===== src/rtl/rgb_pwm_driver.sv =====
// rtl/rgb_pwm_driver.sv - debounced RGB comparator indicator with PWM dimming and change flash
module rgb_pwm_driver #(
  parameter int STABLE_CYC = 4,
  parameter int FLASH_CYC  = 16
) (
  input  logic       clk,
  input  logic       rst,
  input  logic       red_in,
  input  logic       green_in,
  input  logic       blue_in,
  input  logic [7:0] brightness,
  input  logic       en,
  output logic       led_r,
  output logic       led_g,
  output logic       led_b,
  output logic       flashing,
  output logic       illegal
);

  typedef enum logic {
    IDLE  = 1'b0,
    FLASH = 1'b1
  } state_t;

  localparam logic [7:0]  STABLE_LIM = 8'(STABLE_CYC);
  localparam logic [15:0] FLASH_LOAD = 16'(FLASH_CYC - 1);

  // Triple ordering is {r, g, b} throughout.
  logic [2:0]  sync1_q, sync2_q;
  logic [2:0]  cand_q, cand_d;
  logic [2:0]  acc_q, acc_d;
  logic [7:0]  stab_q, stab_d;
  logic [7:0]  pwm_q;
  logic [7:0]  bright_q;
  logic [15:0] flash_cnt_q;
  state_t      state_q;
  logic        acc_change;
  logic        acc_legal;
  logic        pwm_on;

  // Acceptance: a candidate must survive STABLE_CYC synchronized cycles before it replaces the accepted triple.
  always_comb begin
    cand_d = cand_q;
    stab_d = stab_q;
    acc_d  = acc_q;
    if (sync2_q != cand_q) begin
      cand_d = sync2_q;
      stab_d = 8'd1;
    end else if (stab_q != 8'hFF) begin
      stab_d = stab_q + 8'd1;
    end
    if ((stab_d >= STABLE_LIM) && (cand_d != acc_q)) begin
      acc_d = cand_d;
    end
    acc_change = (acc_d != acc_q);
    acc_legal  = (acc_d == 3'b101) || (acc_d == 3'b011) || (acc_d == 3'b110);
    pwm_on     = (pwm_q < bright_q);
  end

  // Synchronizers, debounce state, PWM counter and the sticky illegal flag; these run regardless of en.
  always_ff @(posedge clk) begin
    if (rst) begin
      sync1_q  <= 3'b000;
      sync2_q  <= 3'b000;
      cand_q   <= 3'b000;
      stab_q   <= 8'd0;
      acc_q    <= 3'b000;
      pwm_q    <= 8'd0;
      bright_q <= 8'd0;
      illegal  <= 1'b0;
    end else begin
      sync1_q <= {red_in, green_in, blue_in};
      sync2_q <= sync1_q;
      cand_q  <= cand_d;
      stab_q  <= stab_d;
      acc_q   <= acc_d;
      pwm_q   <= pwm_q + 8'd1;
      // Duty is only picked up at the period boundary so a period never mixes two duties.
      if (pwm_q == 8'hFF) begin
        bright_q <= brightness;
      end
      if (acc_change && !acc_legal) begin
        illegal <= 1'b1;
      end
    end
  end

  // Flash FSM with registered LED and flashing outputs; en low parks it in IDLE and blanks the outputs.
  always_ff @(posedge clk) begin
    if (rst) begin
      state_q     <= IDLE;
      flash_cnt_q <= 16'd0;
      led_r       <= 1'b0;
      led_g       <= 1'b0;
      led_b       <= 1'b0;
      flashing    <= 1'b0;
    end else begin
      if (!en) begin
        state_q     <= IDLE;
        flash_cnt_q <= 16'd0;
      end else begin
        case (state_q)
          IDLE: begin
            if (acc_change) begin
              state_q     <= FLASH;
              flash_cnt_q <= FLASH_LOAD;
            end
          end
          FLASH: begin
            if (acc_change) begin
              flash_cnt_q <= FLASH_LOAD;
            end else if (flash_cnt_q == 16'd0) begin
              state_q <= IDLE;
            end else begin
              flash_cnt_q <= flash_cnt_q - 16'd1;
            end
          end
          default: begin
            state_q <= IDLE;
          end
        endcase
      end

      if (!en) begin
        led_r    <= 1'b0;
        led_g    <= 1'b0;
        led_b    <= 1'b0;
        flashing <= 1'b0;
      end else if (state_q == FLASH) begin
        led_r    <= acc_q[2];
        led_g    <= acc_q[1];
        led_b    <= acc_q[0];
        flashing <= 1'b1;
      end else begin
        led_r    <= acc_q[2] & pwm_on;
        led_g    <= acc_q[1] & pwm_on;
        led_b    <= acc_q[0] & pwm_on;
        flashing <= 1'b0;
      end
    end
  end

endmodule

===== config.mk =====
export PLATFORM = sky130hd
export DESIGN_NAME = rgb_pwm_driver
export DESIGN_NICKNAME = d
export VERILOG_FILES = /design/src/rtl/rgb_pwm_driver.sv
export SDC_FILE = /design/constraint.sdc
export NUM_CORES = 1
export LEC_CHECK = 0
export ABC_AREA = 1
export CAP_MARGIN = 20
export CORE_AREA = 4 4 102 104
export CTS_CLUSTER_SIZE = 30
export DETAILED_ROUTE_END_ITERATION = 6
export DIE_AREA = 0 0 106 108
export GPL_TIMING_DRIVEN = 1
export SYNTH_ARGS = -nofsm -noshare
export SYNTH_HDL_FRONTEND = slang
export SYNTH_SLANG_ARGS = --single-unit

===== constraint.sdc =====
create_clock -name clk -period 2 [get_ports clk]
set_clock_uncertainty 0.05 [all_clocks]
set_input_delay 0.2 -clock clk [delete_from_list [all_inputs] [get_ports clk]]
set_output_delay 0.2 -clock clk [all_outputs]
set_load 0.05 [all_outputs]

==> results of run 1 <==
-- sequential cells by signal (all words and copies together), names as in the netlist, 3 cells and up --
register,flops
pwm_q,8
bright_q,8
flash_cnt_q,16
cand_q,3
sync1_q,3
sync2_q,3
acc_q,3
stab_q,8
-- cells by family (layout without fill, tap and decap cells) --
| group | after synthesis | count (layout) | share of synthesized area, % |
|---|---|---|---|
| XOR/XNOR | 17 | 17 | 5.35 |
| flip-flops | 58 | 58 | 41.7 |
| AO/OA/AOI/OAI | 55 | 55 | 11.5 |
| buffers and inverters | 59 | 98 | 8.31 |
| AND/OR/NAND/NOR | 166 | 166 | 28.7 |
| adder cells (fa/ha/maj) | 10 | 10 | 4.49 |
-- power groups by stage --
stage	combinational, W	clock, W	sequential, W
2_1_floorplan	0.000107	0	0.00122
3_3_place_gp	0.000158	0	0.00122
3_5_place_dp	0.000162	0	0.00122
4_1_cts	0.000164	0.00132	0.00119
5_1_grt	0.000196	0.00137	0.00120
6_report	0.000173	0.00127	0.00119
-- worst paths after layout --
path	endpoint	slack, ns	cells after the start	start
min reg2reg	sync2_q[1]	0.35	2	sync1_q[1]
min	sync1_q[0]	0.34	3	blue_in
max reg2reg	illegal	0.12	14	stab_q[0]
max	illegal	0.12	14	stab_q[0]
-- layer usage --
metal,track usage (%),vias to the layer above,wire length (µm)
met2,17.1,27,2600
met4,4.53,0,97
li1,-,1230,-
met3,3.10,7,167
met5,0,-,0
met1,11.9,1027,2560
-- Yosys cell counts, types with 2 or more instances --
| cell type | number | area (µm²) |
|---|---|---|
| a21oi_1 | 25 | 125 |
| a21oi_2 | 5 | 43.8 |
| clkbuf_1 | 4 | 15.0 |
| dfxtp_1 | 58 | 1160 |
| ha_1 | 10 | 125 |
| inv_1 | 47 | 176 |
| inv_2 | 5 | 18.8 |
| nand2_1 | 49 | 184 |
| nand2_2 | 8 | 50.1 |
| nand2_4 | 4 | 45.0 |
| nand3_1 | 23 | 115 |
| nand4_1 | 4 | 25.0 |
| nor2_1 | 52 | 195 |
| nor2_2 | 10 | 62.6 |
| nor3_1 | 7 | 35.0 |
| nor4_1 | 3 | 18.8 |
| o21ai_0 | 16 | 80.1 |
| o21ai_2 | 2 | 17.5 |
| o21bai_1 | 2 | 15.0 |
| xnor2_1 | 10 | 87.6 |
| xor2_1 | 7 | 61.3 |
-- metrics by stage --
stage          std cells  util, %
5_1_grt              537     36.7
3_5_place_dp         516     32.9
2_1_floorplan        365        -
6_report             537     36.7
3_3_place_gp         516     32.9
4_1_cts              532     35.5
-- repair_timing --
| action | CTS | global route |
|---|---|---|
| pin swaps | 1 | 15 |
| setup endpoints to repair | 7 | 13 |
| setup buffers | 0 | 5 |
| gates resized for setup | 2 | 23 |
-- area by class of cell --
class                           count  area share, %
Inverter                           53           5.82
Sequential cell                    58           33.3
Tap cell                          133           4.74
Multi-Input combinational cell    248           42.1
Clock buffer                       10           3.64
Timing Repair Buffer               29           7.49
Clock inverter                      6           3.00
-- worst max-delay path, cell delays in order (launching register included) --
cell and delay [ns]:
dfxtp_2 0.35, ha_4 0.18, inv_2 0.06, nor2_2 0.05, nand2_4 0.12, nand3_2 0.11, o21ai_4 0.19, buf_4 0.15
nand3_1 0.08, nand2_2 0.10, nand2_1 0.06, nand2_1 0.06, nand3_1 0.07, nand2_1 0.07, a21oi_2 0.05
-- placed cells by master, fill, tap and decap left out, types with 4 or more instances in the layout --
cell type,Yosys,final
dfxtp_1,58,54
nor2_1,52,52
nand2_1,49,46
inv_1,47,44
a21oi_1,25,25
nand3_1,23,18
clkdlybuf4s50_1,0,18
o21ai_0,16,16
nand2_2,8,11
buf_4,0,11
xnor2_1,10,10
clkbuf_8,0,9
nor2_2,10,8
ha_1,10,8
inv_2,5,7
xor2_1,7,7
nand3_2,1,6
nor3_1,7,6
a21oi_2,5,5
nand2_4,4,4
nand4_1,4,4
dfxtp_2,0,4
==> run summary, run 1 <==
The flow ran to the end, and the final reports show no timing, DRC or antenna violations. The run gives 0 as the number of hold buffers added after CTS. The transition time of the tightest slew-check pin was 0.506 ns; the number of synthesis warnings was 0.

The clock input transition at the sequential cells of the worst setup and hold paths works out to 0.07 ns. The total number of vias is 2291. The tools report the number of inserted filler cells in the final layout as 1025.

The die is 108 µm tall. Clock latency on the worst-skew pair, taken at its later pin, is 0.33 ns. The tools report the startpoint type of the worst setup path as a flip-flop. The count of buffers added on input and output ports is 18. STA classifies the critical path endpoint as a flip-flop. Setup repair after global routing could not meet its margin everywhere. Once detail routing completed, the nets flagged for antenna violations numbered 0.

Static timing analysis puts the maximum clock frequency at 0.532 GHz. TritonCTS built the clock tree. The tools report the count of final hold-check violations as 0. The analysis attributes to cell leakage a power of 1.44 nW. The final critical-path required period works out to 1.88 ns. After detailed routing, the number of vias per cell comes to 4.27. After detailed routing, the average wire length per cell comes to 10.1 µm. Startpoint-to-endpoint class of the critical path: reg -> reg. After detailed routing, the number of remaining DRC violations is 0. The post-route netlist has 21.0% of its cells at a drive strength greater than 1. Clock tree synthesis inserted a total of 9 buffers.

Registers are responsible for 45.2% of the overall power. The tools report the proportion of power drawn by the clock network as 48.3%. For this configuration, the core starts out at a cell density of 29.2%. Across every metal layer, demand over resource in global routing totals 10.1%. Once detailed placement completed, the half-perimeter wirelength came to 3820 µm. The min-delay analysis places its worst path in the category in -> reg. The floorplan has 36 rows.

Data on the critical path arrives at its endpoint at 2.03 ns. Among all flip-flop cells after synthesis, the most frequent one is dfxtp_1. Across the run, the number of max-cap violations was 0. The first global-routing pass estimated 9460 µm of wire. For the deepest clock path buffer count, the log shows 2. The share of the clock period used by the worst path is 94.1%, and the pin count of the biggest net entering global routing is 26.

The tools report the number of antenna violations at the first check in global routing as 0. Of all nets on the critical path, the largest fanout is 7. In this run, synthesis inferred 0 flip-flops with an integrated enable.

The run gives 0 ns as the final sum of negative setup slack. The run gives 0 as the final max-slew violation count. The design draws 0.00264 W. The placement-stage cell area is 3150 µm², and the number of levels the H-tree was split into is 3.

The placer congestion estimate is 0.811. The power density of the placed cells is 753 nW/µm², and the remaining global-route overflow is 0. The synthesized design contains 58 register bits. The detailed router finished its first iteration with 94 violations.

The via count of the first global-routing pass was 2176. The internal portion of the total power is 0.00207 W. The floorplan step defined a die boundary enclosing 11400 µm². Synthesis produced a netlist whose cell count is 365. The net switching power of the design was 0.000566 W; the die extent in x was 106 µm.

Wire length reported by the detailed router: 5420 µm. The switching power as a share of total power is 21.4%. The share of total power dissipated in combinational logic is 6.5%. The antenna diode count is 0.

The run gives 19 as the I/O pin count. The core region is 9550 µm². The logs give 0 for the final setup violation count and 1480 µm² for the multi-input gate area in the final layout. The relative slew slack is 66.2%, and the highest ir drop seen on vdd is 442 µV. The worst path meets setup with 0.119 ns of slack.

From synthesis to final layout, the design area changed by 26.0%. The tools report the worst setup slack after placement as -0.0172 ns. The tools report the total standard cell area after synthesis as 2780 µm². Sequential cells were found to cover 41.7% of the synthesized design area. STA puts the critical path data required time at 2.15 ns. Averaged over all synthesized cells, the footprint is 7.63 µm². The net count after synthesis came out at 389. The share of flip-flops with an asynchronous set or reset after synthesis works out to 0%. The tools report the clock tree root driver cell as clkbuf_8. The worst hold margin is 0.335 ns, and the number of iterations in the first detailed-routing pass is 4.

The sink count of the clock tree was 58. In this run, distinct cell masters in the synthesized netlist total 35. The tools report the final net count as 423.

The logs give 3510 µm² for the final instance area and 1170 µm² for the sequential cell area in the final layout.
No activity file was read; power rests on OpenSTA's default activity.
==> inputs of run 2 (changes only) <==
- CORE_AREA: 4 4 102 104 -> 2 2 100 102
- DIE_AREA: 0 0 106 108 -> 0 0 102 104
- HOLD_SLACK_MARGIN: default -> 0.15
- PLACE_DENSITY: default -> 0.54
==> run 2 against run 1 <==
Effect of this change:
- sequential power hardly changed
- design area is 2.1% lower
- sequential share of layout area is 0.67 points higher
- critical path depth stayed put
- die area is 7.3% lower
- via count is 0.83% lower
- first-iteration DRC count is 4.3% lower
- global-route usage is 1.0 points higher
- final cell count is 0.56% lower
==> run summary, run 2 (same netlist as run 1, synthesis figures left out) <==
The area of the die is 10600 µm² (-7.3%). The site row count is 36 (unchanged), and the wire length on met1 is 2720 µm (+6.3%). The highest ir drop seen on vdd was 258 µV (-41%).

The met2 wire length is 2430 µm (-6.5%), and the die extent in x is 102 µm (-3.8%). Startpoint type of the worst setup path: a flip-flop. The HPWL after detailed placement came out at 3900 µm (+2.1%). The antenna diode count came out at 0 (unchanged). The most common cell after layout, fill and taps aside was dfxtp_1. The length in cells of the worst reg-to-reg path was 14 (unchanged). The transition time of the tightest slew-check pin came out at 0.491 ns (-0.0145 ns). In the layout the commonest cells are 55 x dfxtp_1, 52 x nor2_1, 48 x nand2_1. The critical path in this run is classified as reg -> reg. The run gives 0 (unchanged) as the final setup violation count. In this run the clock root is driven by a clkbuf_8. The highest metal layer carrying signal wires in the routed design is met4. The min-delay analysis places its worst path in the category in -> reg.

The run gives 0 (unchanged) as the number of hold buffers added after CTS. STA classifies the critical path endpoint as a flip-flop. The worst hold path terminates at sync1_q[0]. The flow ran to the end, and the final reports show no timing, DRC or antenna violations. The logs give 9 (unchanged) for the number of clock buffers inserted by TritonCTS and 90 (-4.3%) for the violation count after the first detailed-route iteration. The run gives 2 (unchanged) as the deepest clock path buffer count.

The highest clock frequency the design can meet was 0.517 GHz (-2.7%); the biggest fanout along the worst timing path was 3 (-4). The worst reg2reg path startpoint was stab_q[1]. The count of buffering cells on the critical path with inverters included is 0 (-2). The tools report the register-to-register setup slack as 0.07 ns (-0.05 ns). For the pin count of the biggest net entering global routing, the log shows 26 (unchanged). The logs give 1.41 nW (-2.2%) for the standby leakage power and 11.2% (+1.0 points) for the global-route usage over all layers.

The detailed-route DRC error count is 0 (unchanged). Initial standard-cell utilization of the core: 29.2% (unchanged). The area of the core is 9550 µm² (unchanged).

Critical path startpoint: stab_q[1]. The share of the clock period used by the worst path came out at 96.6% (+2.6 points). The relative slew slack is 67.2% (+0.97 points), and the final core area utilization is 36.0% (-0.76 points). For this design, the slowest cell found on the critical path is dfxtp_1. The depth of the worst hold-timing path was 3 (unchanged). The tools report the count of final hold-check violations as 0 (unchanged). The final max-slew violation count was 0 (unchanged). The logs give 0 (unchanged) for the number of antenna violations at the first check in global routing and 19 (unchanged) for the I/O pin count.

The power density of the placed cells was 720 nW/µm² (-4.4%). The final instance area is 3430 µm² (-2.1%). Setup repair after global routing could not meet its margin everywhere.

The critical path goes through ha_2 -> nand2_1 -> o21bai_1 -> nand3_1 -> nand2_1 -> nand2_1 -> nor2_2 -> nand3_1 -> nand2_1 -> nand2_1 -> nand2_1 -> nand3_1 -> nand2_1 -> a21oi_2. Compared with the post-synthesis result, the final layout area differs by 23.4%. The final net count is 420 (-0.71%).

The number of flip-flops in the largest register is 16 (unchanged), and the met3 routed wirelength is 199 µm (+19%). The placement-stage cell area is 3150 µm² (+0.24%), and the max-capacitance violation count is 0 (unchanged). The data arrival time of the critical path was 2.10 ns (+0.07 ns); the critical path depth in cells was 14 (unchanged). The remaining number of nets flagged by the antenna check after routing was 0 (unchanged); the wire length reported by the detailed router was 5410 µm (-0.24%). Ranked by flip-flop count, first place goes to flash_cnt_q. Kind of cell with the highest combined delay on the critical path: simple AND/OR/NAND/NOR gates.

For the global-route wire length before repair, the log shows 9430 µm (-0.36%). TritonCTS built the clock tree. The most numerous cell type found on the critical path is nand2_1. The height of the die was 104 µm (-3.7%); the placer congestion estimate was 0.869 (+7.1%).

The count of port buffers added during placement was 18 (unchanged); the total number of vias was 2272 (-0.83%). The number of levels the H-tree was split into is 3 (unchanged). The final routed wire length divided by cell count is 10.1 µm (+0.32%), and the number of iterations in the first detailed-routing pass is 4 (unchanged). The ratio of routed vias to standard cells was 4.25 (-0.27%).

The via count of the first global-routing pass was 2161 (-0.69%); the clock input transition at the sequential cells of the worst setup and hold paths was 0.07 ns (about the same). In this run the critical register-to-register path is captured at illegal. The startpoint identified for the worst hold timing path is blue_in. The tools report the remaining global-route overflow as 0 (unchanged). The run gives 0.34 ns (about the same) as the clock network latency to the later pin of the worst-skew pair. The run gives 58 (unchanged) as the sink count of the clock tree. Delay of the slowest cell on the worst path: 0.36 ns (about the same). The fraction of final layout cells sized beyond drive strength 1 was 19.7% (-1.3 points). The final critical-path required period was 1.93 ns (+0.0517 ns); the worst endpoint required time was 2.17 ns (+0.02 ns).
==> run 2: per-layer routing <==
layer | vias to the layer above | GRT usage [%]
met4 | 0 | 4.29
li1 | 1226 | -
met1 | 1007 | 14.3
met2 | 33 | 16.9
met3 | 6 | 4.23
met5 | - | 0
==> run 2: repair_timing <==
action / 4_1_cts / 5_1_grt
endpoints found under the setup margin: 0 / 20
gates resized for setup: 0 / 23
buffers inserted: 0 / 1
==> run 2: report_power, final <==
group          internal, W  switching (W)
sequential         0.00118      0.0000159
combinational    0.0000753      0.0000920
clock             0.000636       0.000477
==> run 2: how the worst max path moves through the flow <==
stage | to
global placement | flash_cnt_q[10]
floorplan | flash_cnt_q[10]
global route | illegal
finish | illegal
CTS | flash_cnt_q[5]
detailed placement | flash_cnt_q[10]
==> run 2: layout make-up <==
class	count	area (µm²)
Clock buffer	11	151
Timing Repair Buffer	26	240
Sequential cell	58	1160
Multi-Input combinational cell	248	1450
Inverter	53	209
Clock inverter	5	52.6
Tap cell	133	166
Fill cell	1007	6110
==> run 2: worst register-to-register path, delay by kind of cell (launching register included) <==
| family | cells | cell delay, ns |
|---|---|---|
| adders and majority gates | 1 | 0.23 |
| DFF | 1 | 0.36 |
| and+or+nand+nor | 11 | 0.96 |
| AOI/OAI and AO/OA | 2 | 0.21 |
==> run 2: metrics by stage <==
step                TNS (ns)  hold WS [ns]  setup slack, ns  instances  power [W]
detailed placement         0         0.345           0.0311        517    0.00138
CTS                        0         0.314          0.00917        533    0.00250
global route          -0.113         0.326           -0.113        534    0.00259
finish                     0         0.325           0.0671        534    0.00247
global placement           0         0.341           0.0199        517    0.00138
floorplan                  0         0.257            0.181        365    0.00132
==> inputs of run 3 (changes only) <==
- ABC_AREA: 1 -> default
- CORE_AREA: 2 2 100 102 -> 2 2 98 100
- DIE_AREA: 0 0 102 104 -> 0 0 100 102
==> run 3 against run 2 <==
Effect of this change:
- critical path depth fell by 8
- first-iteration DRC count down 26%
- non-clock buffer count up 21
- maximum frequency increased by 0.57%
- global-route usage grew 0.34 points
- sequential share of layout area grew 1.1 points
- clock-buffer cell count is the same
- design area down 3.2%
- die area is 3.8% lower
- sequential power barely moved
- critical path type unchanged
- largest cell class unchanged
==> run summary, run 3 <==
Clock input transition at the sequential cells of the worst setup and hold paths: 0.06 ns (about the same). Summed over all instances, the cell type with the most area after synthesis is dfxtp_1. The ratio of routed vias to standard cells was 4.72 (+11%).

The max-capacitance violation count was 0 (unchanged). For the net switching power of the design, the log shows 0.000525 W (-10%). The relative slew slack was 67.0% (-0.20 points). The data arrival time of the critical path came out at 2.14 ns (+0.04 ns). The final core area utilization is 36.5% (+0.53 points).

Leaving out fill and tap cells, the most frequent cell in the layout is dfxtp_1. The deepest clock path buffer count was 2 (unchanged). The detailed-route DRC error count was 0 (unchanged); the via count of the first global-routing pass was 2178 (+0.79%).

The run gives 9110 µm² (-4.6%) as the area of the core. By count the netlist is led by 58 x dfxtp_1, 36 x nor2_1, 16 x a21oi_1, 16 x xnor2_1, 12 x nor2b_1. The synthesized flop and latch total came out at 58 (unchanged). The run gives 53.2% (+5.0 points) as the sequential group share of total power.

The number of antenna violations at the first check in global routing is 0 (unchanged), and the height of the die is 102 µm (-1.9%). The fraction of final layout cells sized beyond drive strength 1 came out at 16.8% (-2.9 points). The final critical-path required period was 1.92 ns (-0.0109 ns). Walking the worst path, the cells encountered are ha_2 -> nand4_1 -> and3_4 -> o221a_4 -> or4_4 -> o21ai_1.

The logs give 2.21 ns (+0.04 ns) for the worst endpoint required time and 3 (unchanged) for the number of levels the H-tree was split into. Average size of a mapped cell: 9.14 µm² (+20%). The net count after synthesis came out at 316 (-19%). The pin count of the biggest net entering global routing is 33 (+27%), and the proportion of netlist area held by the largest area contributor is 43.5% (+1.8 points).

For the placer congestion estimate, the log shows 0.825 (-5.0%). Internal power: 0.00172 W (-9.1%). The number of hold buffers added after CTS is 0 (unchanged), and the highest ir drop seen on vdd is 422 µV (+63%). The count of port buffers added during placement works out to 18 (unchanged).

Site row count: 35 (-2.8%). The run gives 19 (unchanged) as the I/O pin count. The min-delay analysis places its worst path in the category in -> reg. The run finished with clean final reports. The count of final hold-check violations is 0 (unchanged).

The run gives 1.23 nW (-13%) as the standby leakage power. Final net count: 361 (-14%). Distinct cell type count after synthesis: 44 (+26%). The die extent in x was 100 µm (-2.0%); the number of flip-flops in the largest register was 16 (unchanged).

Biggest fanout along the worst timing path: 6 (+3). STA classifies the critical path endpoint as a flip-flop. The switching power as a share of total power was 23.4% (-0.24 points); the HPWL after detailed placement was 3780 µm (-3.0%).

The final setup violation count came out at 0 (unchanged). The share of power burned in combinational logic is 6.5% (-0.3 points), and the global-route usage over all layers is 11.5% (+0.34 points). The largest individual stage delay along the critical path comes from the cell or4_4.

Register-to-register setup slack: 0.08 ns (about the same). The total standard cell area after synthesis is 2670 µm² (-4.1%). Compared with the post-synthesis result, the final layout area differs by 24.6%. The clock network latency to the later pin of the worst-skew pair is 0.33 ns (about the same). The worst setup path is of the reg -> reg kind. The total number of vias was 2130 (-6.3%).

Yosys attributes the largest share of cell area to dfxtp_1 44%, xnor2_1 5.3%, nor2_1 5.1%. Share of the clock period used by the worst path: 96.1% (-0.55 points). The run gives 10200 µm² (-3.8%) as the area of the die.

The run gives 292 (-20%) as the number of standard cells after synthesis. The run gives 40.2% (-4.8 points) as the proportion of power drawn by the clock network. The top cell types in the final layout, fill and taps aside, are 56 x dfxtp_1, 36 x nor2_1, 28 x buf_4. The number of synthesis warnings is 0 (unchanged).

The most common cell in the synthesized netlist is dfxtp_1. The delay of the slowest cell on the worst path was 0.55 ns (+0.19 ns). The run gives 0 (unchanged) as the remaining number of nets flagged by the antenna check after routing.

For the number of inserted filler cells in the final layout, the log shows 943 (-6.4%). The tree is rooted in a clkbuf_8. The remaining global-route overflow came out at 0 (unchanged). The number of flops mapped to enable cells by yosys was 0 (unchanged); the antenna diode count was 0 (unchanged). The register bank with the most flops was flash_cnt_q. STA classifies the critical path startpoint as a flip-flop.

The sink count of the clock tree was 58 (unchanged). Setup repair after global routing left no endpoint under its margin. The run gives 67 (-26%) as the violation count after the first detailed-route iteration. The most used flip-flop cell after synthesis is dfxtp_1.

TritonCTS built the clock tree. The highest clock frequency the design can meet was 0.520 GHz (+0.57%); the count of buffering cells on the critical path with inverters included was 0 (unchanged). The final routed wire length divided by cell count was 11.5 µm (+14%); the final max-slew violation count was 0 (unchanged). The kind of cell with the highest combined delay on the critical path was simple AND/OR/NAND/NOR gates. For the final sum of negative setup slack, the log shows 0 ns (unchanged). The transition time of the tightest slew-check pin was 0.494 ns (+0.00302 ns). The number of clock buffers inserted by TritonCTS was 9 (unchanged); the number of gates resized after CTS was 0 (unchanged). The run gives 0 (unchanged) as the number of setup buffers added after CTS. The initial standard-cell utilization of the core was 29.3% (+0.15 points); the share of flip-flops with an asynchronous set or reset after synthesis was 0% (unchanged).

Global-route wire length before repair: 9370 µm (-0.58%). The number of iterations in the first detailed-routing pass is 4 (unchanged). The sequential cell area fraction in the yosys report is 43.5% (+1.8 points). The power density of the placed cells was 674 nW/µm² (-6.4%). The tools report the wire length reported by the detailed router as 5190 µm (-4.0%).
[run 3: final cells by class]
cell class | instances | area (µm²) | share of cell area [%]
clock buffer | 11 | 141 | 4.25
clock inverter | 3 | 17.5 | 0.527
inverter | 11 | 41.3 | 1.24
multi-input combinational | 210 | 1410 | 42.5
sequential | 58 | 1160 | 35.0
tap | 111 | 139 | 4.18
timing repair buffer | 47 | 410 | 12.3
[run 3: cells by family after synthesis]
| logic type | count (synthesis) | share of synthesized area, % |
|---|---|---|
| multiplexers | 11 | 4.17 |
| AO/OA/AOI/OAI | 50 | 12.4 |
| adder cells (fa/ha/maj) | 10 | 4.69 |
| flip-flops | 58 | 43.5 |
| AND/OR/NAND/NOR | 113 | 22.6 |
| XOR/XNOR | 26 | 8.53 |
| buffers and inverters | 24 | 4.13 |
[run 3: power groups by stage]
stage	registers [W]	clock network, W	logic (W)
finish	0.00119	0.000901	0.000147
global route	0.00119	0.000999	0.000164
CTS	0.00119	0.000945	0.000148
detailed placement	0.00122	0	0.000148
global placement	0.00122	0	0.000146
floorplan	0.00121	0	0.0000870
[run 3: worst paths after layout]
| path | start | endpoint | cells after the start |
|---|---|---|---|
| setup / recovery | stab_q[0] | flash_cnt_q[0] | 6 |
| hold / removal | red_in | sync1_q[2] | 2 |
| setup reg to reg | stab_q[0] | flash_cnt_q[0] | 6 |
| hold reg to reg | sync1_q[1] | sync2_q[1] | 1 |
[run 3: routing by layer]
| metal | vias up | GRT usage [%] | routed length (µm) |
|---|---|---|---|
| met5 | - | 0 | 0 |
| met4 | 0 | 4.00 | 75 |
| met3 | 7 | 4.99 | 233 |
| met2 | 33 | 18.9 | 2400 |
| met1 | 982 | 13.6 | 2490 |
| li1 | 1108 | - | - |
[run 3: through the flow]
| step | total power [W] | setup slack (ns) | cell area, µm² | hold slack, ns | std cells |
|---|---|---|---|---|---|
| after global routing | 0.00236 | 0.00288 | 3320 | 0.349 | 451 |
| after CTS | 0.00228 | 0.00347 | 3310 | 0.351 | 451 |
| after detailed placement | 0.00136 | 0.0266 | 3150 | 0.374 | 437 |
| after floorplan | 0.00130 | 0.0188 | 2670 | 0.278 | 292 |
| final | 0.00224 | 0.0780 | 3320 | 0.370 | 451 |
| after global placement | 0.00136 | 0.0686 | 3150 | 0.372 | 437 |
